--- config.mk ---
export PLATFORM = sky130hd
export DESIGN_NAME = mem_arbiter_flat
export DESIGN_NICKNAME = d
export VERILOG_FILES = /design/src/rtl/mem_arbiter_pkg.sv /design/src/rtl/mem_arbiter_if.sv /design/src/rtl/mem_arbiter_rr_pick2.sv /design/src/rtl/mem_arbiter.sv /design/src/flat_wrapper.sv
export SDC_FILE = /design/constraint.sdc
export NUM_CORES = 1
export LEC_CHECK = 0
export CAP_MARGIN = 10
export CORE_MARGIN = 10
export CORE_UTILIZATION = 42
export CTS_CLUSTER_SIZE = 30
export DETAILED_ROUTE_END_ITERATION = 10
export GPL_ROUTABILITY_DRIVEN = 0
export HOLD_SLACK_MARGIN = 0.03
export PLACE_DENSITY_LB_ADDON = 0.1
export SKIP_LAST_GASP = 1
export SLEW_MARGIN = 20
export SYNTH_ARGS = -nofsm -noshare
export SYNTH_HDL_FRONTEND = slang
export SYNTH_HIERARCHICAL = 1
export SYNTH_SLANG_ARGS = --single-unit
--- constraint.sdc ---
create_clock -name i_clk -period 1.9 [get_ports i_clk]
set_input_delay 0.475 -clock i_clk [delete_from_list [all_inputs] [get_ports i_clk]]
set_output_delay 0.475 -clock i_clk [all_outputs]
set_load 0.01 [all_outputs]
--- src/rtl/mem_arbiter_pkg.sv ---
// Shared definitions for the two-master RAM arbiter.
//   ADDR_W / DATA_W : bus widths shared by both masters and the RAM
//   arb_state_e     : arbiter FSM states
//   arb_cmd_t       : latched command of the granted master
//   wait_load()     : latency-counter preload for a given RAM read latency
package mem_arbiter_pkg;

    localparam int unsigned ADDR_W = 8;
    localparam int unsigned DATA_W = 8;
    // Holds RAM_LATENCY-1 for the legal latency range 1..4.
    localparam int unsigned CNT_W  = 2;

    typedef enum logic [1:0] {
        ARB_IDLE  = 2'd0,
        ARB_ISSUE = 2'd1,
        ARB_WAIT  = 2'd2,
        ARB_DONE  = 2'd3
    } arb_state_e;

    typedef struct packed {
        logic              we;
        logic [ADDR_W-1:0] addr;
        logic [DATA_W-1:0] wdata;
    } arb_cmd_t;

    // The counter runs in the WAIT state and expires at zero, so a latency of
    // L needs L-1 extra WAIT cycles after the first.
    function automatic logic [CNT_W-1:0] wait_load(input int unsigned latency);
        return CNT_W'(latency - 1);
    endfunction

endpackage

--- src/rtl/mem_arbiter_if.sv ---
// Request/acknowledge bus between one master and the arbiter.
//   req   : master requests a transaction (sampled only while the arbiter is idle)
//   we    : 1 = write, 0 = read
//   addr  : transaction address
//   wdata : write data
//   ack   : one-cycle completion pulse
//   rdata : last read data for this master, held until its next read
// Modports: master (drives req/we/addr/wdata), slave (the arbiter side).
interface mem_arbiter_if;
    import mem_arbiter_pkg::*;

    logic              req;
    logic              we;
    logic [ADDR_W-1:0] addr;
    logic [DATA_W-1:0] wdata;
    logic              ack;
    logic [DATA_W-1:0] rdata;

    modport master (
        output req,
        output we,
        output addr,
        output wdata,
        input  ack,
        input  rdata
    );

    modport slave (
        input  req,
        input  we,
        input  addr,
        input  wdata,
        output ack,
        output rdata
    );

endinterface

--- src/rtl/mem_arbiter_rr_pick2.sv ---
// Two-way round-robin pick.
//   i_req0 / i_req1 : requests of master 0 / master 1
//   i_last          : master that owned the previous transaction
//   o_gnt           : chosen master (valid only with o_valid)
//   o_valid         : at least one request present
module mem_arbiter_rr_pick2 (
    input  logic i_req0,
    input  logic i_req1,
    input  logic i_last,
    output logic o_gnt,
    output logic o_valid
);

    always_comb begin
        o_valid = i_req0 | i_req1;
        // On a tie the master that did not go last wins.
        o_gnt   = (i_req0 && i_req1) ? ~i_last : i_req1;
    end

endmodule

--- src/rtl/mem_arbiter.sv ---
// Shares a single-port RAM between the CPU port (m0) and the loader/debug
// port (m1), one transaction at a time with round-robin arbitration.
//   i_clk, i_rst_n   : clock, asynchronous active-low reset
//   m0_if, m1_if     : master request/ack buses (slave modport)
//   o_ram_en         : RAM access strobe, one cycle per transaction
//   o_ram_we         : RAM write enable, only together with o_ram_en
//   o_ram_addr       : latched RAM address
//   o_ram_wdata      : latched RAM write data
//   i_ram_rdata      : RAM read data, valid RAM_LATENCY cycles after o_ram_en
//   o_busy           : high whenever a transaction is in flight
//   o_owner          : master of the current/last transaction
// RAM_LATENCY legal range is 1..4.
module mem_arbiter
    import mem_arbiter_pkg::*;
#(
    parameter int unsigned RAM_LATENCY = 1
) (
    input  logic              i_clk,
    input  logic              i_rst_n,
    mem_arbiter_if.slave      m0_if,
    mem_arbiter_if.slave      m1_if,
    output logic              o_ram_en,
    output logic              o_ram_we,
    output logic [ADDR_W-1:0] o_ram_addr,
    output logic [DATA_W-1:0] o_ram_wdata,
    input  logic [DATA_W-1:0] i_ram_rdata,
    output logic              o_busy,
    output logic              o_owner
);

    arb_state_e        r_state;
    arb_cmd_t          r_cmd;
    logic [CNT_W-1:0]  r_cnt;
    logic              r_owner;
    logic              r_ram_en;
    logic              r_ram_we;
    logic              r_ack0;
    logic              r_ack1;
    logic [DATA_W-1:0] r_rdata0;
    logic [DATA_W-1:0] r_rdata1;

    logic              w_gnt;
    logic              w_valid;
    arb_cmd_t          w_cmd;

    mem_arbiter_rr_pick2 u_pick (
        .i_req0  (m0_if.req),
        .i_req1  (m1_if.req),
        .i_last  (r_owner),
        .o_gnt   (w_gnt),
        .o_valid (w_valid)
    );

    // Command of whichever master the picker selected.
    always_comb begin
        if (w_gnt) begin
            w_cmd = '{we: m1_if.we, addr: m1_if.addr, wdata: m1_if.wdata};
        end else begin
            w_cmd = '{we: m0_if.we, addr: m0_if.addr, wdata: m0_if.wdata};
        end
    end

    always_ff @(posedge i_clk or negedge i_rst_n) begin
        if (!i_rst_n) begin
            r_state  <= ARB_IDLE;
            r_cmd    <= '0;
            r_cnt    <= '0;
            r_owner  <= 1'b1;  // m0 wins the first tie
            r_ram_en <= 1'b0;
            r_ram_we <= 1'b0;
            r_ack0   <= 1'b0;
            r_ack1   <= 1'b0;
            r_rdata0 <= '0;
            r_rdata1 <= '0;
        end else begin
            // Strobes are single-cycle; only the transitions below raise them.
            r_ram_en <= 1'b0;
            r_ram_we <= 1'b0;
            r_ack0   <= 1'b0;
            r_ack1   <= 1'b0;
            case (r_state)
                ARB_IDLE: begin
                    if (w_valid) begin
                        r_owner  <= w_gnt;
                        r_cmd    <= w_cmd;
                        r_ram_en <= 1'b1;
                        r_ram_we <= w_cmd.we;
                        r_state  <= ARB_ISSUE;
                    end
                end
                ARB_ISSUE: begin
                    if (r_cmd.we) begin
                        r_ack0  <= ~r_owner;
                        r_ack1  <= r_owner;
                        r_state <= ARB_DONE;
                    end else begin
                        r_cnt   <= wait_load(RAM_LATENCY);
                        r_state <= ARB_WAIT;
                    end
                end
                ARB_WAIT: begin
                    if (r_cnt == '0) begin
                        if (r_owner) begin
                            r_rdata1 <= i_ram_rdata;
                        end else begin
                            r_rdata0 <= i_ram_rdata;
                        end
                        r_ack0  <= ~r_owner;
                        r_ack1  <= r_owner;
                        r_state <= ARB_DONE;
                    end else begin
                        r_cnt <= r_cnt - 1'b1;
                    end
                end
                ARB_DONE: begin
                    r_state <= ARB_IDLE;
                end
                default: begin
                    r_state <= ARB_IDLE;
                end
            endcase
        end
    end

    assign o_ram_en    = r_ram_en;
    assign o_ram_we    = r_ram_we;
    assign o_ram_addr  = r_cmd.addr;
    assign o_ram_wdata = r_cmd.wdata;
    assign o_busy      = (r_state != ARB_IDLE);
    assign o_owner     = r_owner;

    assign m0_if.ack   = r_ack0;
    assign m0_if.rdata = r_rdata0;
    assign m1_if.ack   = r_ack1;
    assign m1_if.rdata = r_rdata1;

endmodule

--- src/flat_wrapper.sv ---
// flat-port wrapper written by rule: the top's interface ports become plain ports
module mem_arbiter_flat import mem_arbiter_pkg::*;
#(
    parameter int unsigned RAM_LATENCY = 1
)
  (i_clk, i_rst_n, o_ram_en, o_ram_we, o_ram_addr, o_ram_wdata, i_ram_rdata, o_busy, o_owner, m0_if_req, m0_if_we, m0_if_addr, m0_if_wdata, m0_if_ack, m0_if_rdata, m1_if_req, m1_if_we, m1_if_addr, m1_if_wdata, m1_if_ack, m1_if_rdata);
  mem_arbiter_if m0_if_i ();
  mem_arbiter_if m1_if_i ();
  input  logic i_clk;
  input  logic i_rst_n;
  output logic o_ram_en;
  output logic o_ram_we;
  output logic [ADDR_W-1:0] o_ram_addr;
  output logic [DATA_W-1:0] o_ram_wdata;
  input  logic [DATA_W-1:0] i_ram_rdata;
  output logic o_busy;
  output logic o_owner;
  input wire logic [$bits(m0_if_i.req)-1:0] m0_if_req;
  input wire logic [$bits(m0_if_i.we)-1:0] m0_if_we;
  input wire logic [$bits(m0_if_i.addr)-1:0] m0_if_addr;
  input wire logic [$bits(m0_if_i.wdata)-1:0] m0_if_wdata;
  output wire logic [$bits(m0_if_i.ack)-1:0] m0_if_ack;
  output wire logic [$bits(m0_if_i.rdata)-1:0] m0_if_rdata;
  input wire logic [$bits(m1_if_i.req)-1:0] m1_if_req;
  input wire logic [$bits(m1_if_i.we)-1:0] m1_if_we;
  input wire logic [$bits(m1_if_i.addr)-1:0] m1_if_addr;
  input wire logic [$bits(m1_if_i.wdata)-1:0] m1_if_wdata;
  output wire logic [$bits(m1_if_i.ack)-1:0] m1_if_ack;
  output wire logic [$bits(m1_if_i.rdata)-1:0] m1_if_rdata;
  assign m0_if_i.req = m0_if_req;
  assign m0_if_i.we = m0_if_we;
  assign m0_if_i.addr = m0_if_addr;
  assign m0_if_i.wdata = m0_if_wdata;
  assign m0_if_ack = m0_if_i.ack;
  assign m0_if_rdata = m0_if_i.rdata;
  assign m1_if_i.req = m1_if_req;
  assign m1_if_i.we = m1_if_we;
  assign m1_if_i.addr = m1_if_addr;
  assign m1_if_i.wdata = m1_if_wdata;
  assign m1_if_ack = m1_if_i.ack;
  assign m1_if_rdata = m1_if_i.rdata;
  mem_arbiter #(.RAM_LATENCY(RAM_LATENCY)) u_core (.i_clk(i_clk), .i_rst_n(i_rst_n), .m0_if(m0_if_i), .m1_if(m1_if_i), .o_ram_en(o_ram_en), .o_ram_we(o_ram_we), .o_ram_addr(o_ram_addr), .o_ram_wdata(o_ram_wdata), .i_ram_rdata(i_ram_rdata), .o_busy(o_busy), .o_owner(o_owner));
endmodule
* Word-level counts from Yosys, hierarchy flattened
Cells that the tools add are included.
Storage, ports and cells: memories kept 0, word-level logic and storage cells 51, output and inout port bits 38, bits in latches 0, flip-flop bits (word level) 42, memory bits (read-only) 0, bits of input ports 46, RAM bits 0
Cells by class: divide/modulo/power cells 0, add/subtract/negate cells 1, reduce and logical (&&, ||, !) cells 10, equal/unequal tests 7, multiplexer cells 19, magnitude comparators 0, shift operators 0, bitwise logic cells 2, multipliers 0
Operators by type and width (number):
- 17-bit 2-to-1 mux | 1
- 1-bit 2-to-1 mux | 10
- 3-bit AND reduction | 3
- 2-bit 2-to-1 mux | 4
- 2-bit case mux with 4 select lines | 1
- 2-bit inequality test (second input constant) | 3
- 2-bit == test (second input constant) | 2
- 2-bit zero test | 2
- 1-bit case mux with 2 select lines | 2
- 2-bit case mux with 2 select lines | 1
- 2-bit AND reduction | 2
- 2-bit nonzero test | 2
- 2-bit by 1-bit == test with 1-bit output (second input constant) | 1
- 2-bit by 1-bit inequality test with 1-bit output (second input constant) | 1
- 2-bit by 1-bit subtractor with 2-bit output (second input constant) | 1
- 1-bit logical AND | 1
- 1-bit NOT | 1
- 1-bit OR | 1

* Depth between registers and ports, before layout
depth after elaboration 5, depth in mapped cells 6, mapped depth without buffers 6

* Cells and area by module
Netlist, hierarchy kept.
By module, submodules not included:
- mem_arbiter | cells each 169, sequential area each 1052.3 um^2, times used 1, area each 1991.9 um^2
- mem_arbiter_rr_pick2 | cells each 2, sequential area each 0.0 um^2, times used 1, area each 13.8 um^2

* Least setup slack after synthesis
Ideal clock, no wire load.
path kind register -> register, from register u_core.r_state[0], to register u_core.r_state[1], data required time 1.775 ns, path slack 0.384 ns, arrival time 1.391 ns, library setup time 0.125 ns, clock period less this slack 1.516 ns, buffers on the path 1, stages on the path, launching flop included 7, cell sequence dfrtp_1 inv_1 ha_1 buf_6 nor2b_4 or2_4 mux2_4
On the way: longest elaborated chain between the ends 3, elaborated cells between the ends (all ways) 8, classes of those cells eq/ne: 5; mux: 1; reduce/logical: 2
RTL lines:
- from (decl) | line mem_arbiter.sv:31 | arb_state_e r_state;
- from (signal assigned) | line mem_arbiter.sv:65 | r_state <= ARB_IDLE;
- from (signal assigned) | line mem_arbiter.sv:88 | r_state <= ARB_ISSUE;
- from (signal assigned) | line mem_arbiter.sv:95 | r_state <= ARB_DONE;
- 2-bit == test or 2-bit zero test (tied branches) | line mem_arbiter.sv:81 | case (r_state)
- 2-bit by 1-bit inequality test with 1-bit output (no line) or 2-bit inequality test (tied branches)
- 2-bit AND reduction (no line)
Several ways; a longest one is shown, not always the timed one. A chain may end at the register's enable or synchronous reset.

* Worst setup path in the final report
from register u_core.r_state[1], to output o_busy
On the way: longest elaborated chain between the ends 1
RTL lines:
- 2-bit nonzero test | line mem_arbiter.sv:129 | assign o_busy = (r_state != ARB_IDLE);
- to (decl) | line flat_wrapper.sv:16 | output logic o_busy;
Every way passes these cells.

==> metrics.txt <==
run status=finished, final reports clean; floorplan die height=89.1 um; multi-input combinational cell area=773 um^2; maximum operating frequency=0.563 GHz; setup skew after layout=2.89 ps; hpwl dp=3.77 mm; final number of hold-violating endpoints=0; Critical Path Start Type=flop; area inside the core boundary=roughly 4700 um^2; setup TNS=0 ps; Worst-Margin Slew=~490 ps; cell type group with the largest total delay on the critical path=buffers and inverters; critical register-to-register path startpoint=u_core/r_state[1]$_DFFE_PN0P_; H-Tree Depth=2; final critical-path share of the clock period=93.5%; most frequent cell on the critical path=sky130_fd_sc_hd__inv_1; die boundary width=89.1 um; Detailed Route WL=4.79 mm; Initial DRT Pass Iterations=4; number of nets at the end of the flow=296; number of antenna diodes=0; path category of the worst min-delay check=in2async; sequential-to-total area share from yosys stat=52.5%; clock tree from TritonCTS=built; total number of vias=1,428; Post-Layout Cell Count=approximately 300; All-Layer GR Usage=11.9%; Detail Route Antenna Nets=0; crit path launch=u_core/r_state[1]$_DFFE_PN0P_; # clock sinks=42; die area=7940 um^2; Layout area overhead=45.8%; Cell Count Post-Placement=289; CP arrival=between 1000 and 1500 ps; Static Leakage=1.29 nW; Worst setup EP type=output pin; average wire per cell in the routed design=16.0 um; number of storage elements in the synthesis netlist=42; Initial DRC Count=37; maximum number of pins on one net before global-route repair=33; crit-path max cell delay=~400 ps; count of buffers from port buffering=83; max-slew headroom at the worst pin=67.4%; endpoint of the lowest-slack register-to-register path=u_core/r_state[1]$_DFFE_PN0P_; CP Max Fanout=3; initial antenna violation count=0; highest-delay cell along the critical path=sky130_fd_sc_hd__dfrtp_1; Post-Synthesis Cells=171; Peak VDD IR=approximately 0.86 mV; R2R cell count=5; Worst Setup Path Type=reg2out; sum of overflow across all layers after global routing=0; max-capacitance violation count=0; reg-to-reg slack, setup=280 ps; Avg Cell Area, Syn=11.7 um^2; CTS Root Buffer Type=sky130_fd_sc_hd__clkbuf_8; sequence of cells on the critical path=inv_1 -> ha_1 -> inv_1 -> dlygate4sd2_1; clk buf depth=2; io pins=84; endpoint of the worst setup timing path=o_busy; final slew viol count=0; Yosys cell types=26; effective utilization at floorplan=approximately 43%; worst-skew pair later-pin latency=290 ps; Clock Pin Slew Worst Setup and Hold Paths=around 80 ps; Fillers=383; area of the mapped netlist=2010 um^2; fraction of layout instances using a drive strength above 1=15.9%; number of gates on the worst path with buffers counted=4; clock period minus worst slack=between 1500 and 2000 ps; vias in the first global route=1,489; average vias per placed instance=4.78; cell area power density=1490 nW/um^2; global-route wire length before repair=7.35 mm; num rows=25; final-report setup violation count=0; number of remaining DRC errors=0; Warnings, synthesis=6; Net Count, Synth=between 200 and 250; required arrival time at the worst endpoint=around 1400 ps; total buffers and inverters traversed by the critical path=3; clock buffer count from CTS=5; flip-flop and latch area=1050 um^2; setup repair after global routing missed its margin=false
==> layout make-up <==
| class | count | area share [%] |
|---|---|---|
| Clock buffer | 7 | 2.61 |
| Clock inverter | 1 | 1.03 |
| Inverter | 7 | 0.899 |
| Multi-Input combinational cell | 100 | 26.4 |
| Sequential cell | 42 | 36.0 |
| Tap cell | 54 | 2.31 |
| Timing Repair Buffer | 88 | 30.7 |
==> registers in the layout, summed over array words and instances, names as in the netlist <==
signal              cells
u_core/m1_if.ack        1
u_core/o_ram_wdata      8
u_core/m0_if.rdata      8
u_core/o_ram_we         1
u_core/o_owner          1
u_core/r_cnt            2
u_core/o_ram_addr       8
u_core/r_cmd            1
u_core/r_state          2
u_core/m0_if.ack        1
u_core/o_ram_en         1
u_core/m1_if.rdata      8
==> worst min-delay path by stage <==
| stage | from | endpoint | slack, ps | cells past startpoint |
|---|---|---|---|---|
| after detailed placement | i_rst_n | u_core/m1_if.rdata[6]$_DFFE_PN0P_ | 470 | 1 |
| after global routing | i_rst_n | u_core/m1_if.rdata[3]$_DFFE_PN0P_ | 160 | 1 |
| after global placement | u_core/o_ram_addr[7]$_DFFE_PN0P_ | u_core/o_ram_addr[7]$_DFFE_PN0P_ | 460 | 2 |
| final | i_rst_n | u_core/r_cnt[1]$_DFFE_PN0P_ | 140 | 1 |
| after CTS | i_rst_n | u_core/m1_if.rdata[2]$_DFFE_PN0P_ | 150 | 1 |
| after floorplan | i_rst_n | u_core/m0_if.ack$_DFF_PN0_ | 180 | 0 |
==> worst reg2reg max path, cell delays in order, from the launching register on <==
cell and delay (ps):
sky130_fd_sc_hd__dfrtp_1 400, sky130_fd_sc_hd__buf_4 150, sky130_fd_sc_hd__ha_1 270, sky130_fd_sc_hd__nor2b_4 170, sky130_fd_sc_hd__or2_4 240, sky130_fd_sc_hd__mux2_4 290
==> cells in the mapped netlist, drive strengths merged <==
master / count / area (um^2)
dfrtp: 41 / 1030
nand2: 21 / 78.8
buf: 19 / 146
mux2: 18 / 206
o21ai: 18 / 90.1
mux2i: 17 / 170
inv: 7 / 26.3
ha: 6 / 75.1
nor2: 4 / 15.0
clkbuf: 3 / 11.3
or2: 3 / 21.3
a22o: 2 / 20.0
nand3: 2 / 20.0
nor2b: 2 / 20.0
o31ai: 2 / 15.0
a21boi: 1 / 7.51
a21o: 1 / 7.51
and2: 1 / 6.26
dfstp: 1 / 26.3
o21bai: 1 / 7.51
o41ai: 1 / 8.76
==> placed cells by master (no fill, tap or decap), types with 2 or more instances in the layout <==
cell,instances
sky130_fd_sc_hd__ha_1,6
sky130_fd_sc_hd__buf_12,3
sky130_fd_sc_hd__clkdlybuf4s50_1,80
sky130_fd_sc_hd__clkbuf_8,5
sky130_fd_sc_hd__inv_1,7
sky130_fd_sc_hd__o21ai_0,18
sky130_fd_sc_hd__mux2_2,17
sky130_fd_sc_hd__clkbuf_1,2
sky130_fd_sc_hd__a22o_2,2
sky130_fd_sc_hd__nor2_1,4
sky130_fd_sc_hd__buf_4,2
sky130_fd_sc_hd__nand3_2,2
sky130_fd_sc_hd__o31ai_1,2
sky130_fd_sc_hd__dlygate4sd2_1,2
sky130_fd_sc_hd__mux2i_1,17
sky130_fd_sc_hd__dfrtp_1,41
sky130_fd_sc_hd__nand2_1,21
==> power by group <==
part           switching [mW]  total [mW]  internal [mW]
Sequential              0.206        1.53           1.32
Combinational           0.897        2.14           1.24
Clock                   0.300       0.694          0.393
Total                    1.40        4.36           2.95
==> routing by layer <==
metal  vias up  track usage [%]  share of wire, %
met4         0             2.60              0.71
met2        39             20.9                51
li1        706                -                 -
met1       679             13.1                40
met3         4             5.10               7.9
met5         -                0                 0
==> cell families (layout without fill, tap and decap cells) <==
| logic type | after synthesis | after routing | share of synthesized area (%) |
|---|---|---|---|
| AOI/OAI and AO/OA | 26 | 26 | 7.80 |
| adders and majority gates | 6 | 6 | 3.74 |
| buffers and inverters | 29 | 103 | 9.17 |
| DFF | 42 | 42 | 52.5 |
| muxes | 35 | 35 | 18.8 |
| and+or+nand+nor | 33 | 33 | 8.05 |
==> per-stage QoR <==
| stage | setup slack [ps] | util [%] | total power, mW | instance area [um^2] | hold WS (ps) |
|---|---|---|---|---|---|
| 2_1_floorplan | 384 | - | 2.78 | 2010 | 179 |
| 3_3_place_gp | 49.5 | 60.2 | 3.68 | 2810 | 460 |
| 3_5_place_dp | 4.39 | 60.2 | 3.71 | 2810 | 471 |
| 4_1_cts | 105 | 62.7 | 4.43 | 2920 | 152 |
| 5_1_grt | 23.0 | 62.7 | 4.66 | 2920 | 161 |
| 6_report | 124 | 62.7 | 4.36 | 2920 | 139 |
==> timing repair <==
action                                  4_1_cts  5_1_grt
setup buffers                                 2        0
endpoints found under the setup margin        2        0
resized for setup                             2        0
hold buffers                                  0        0
Note: power is estimated with default switching activity, not from simulation.
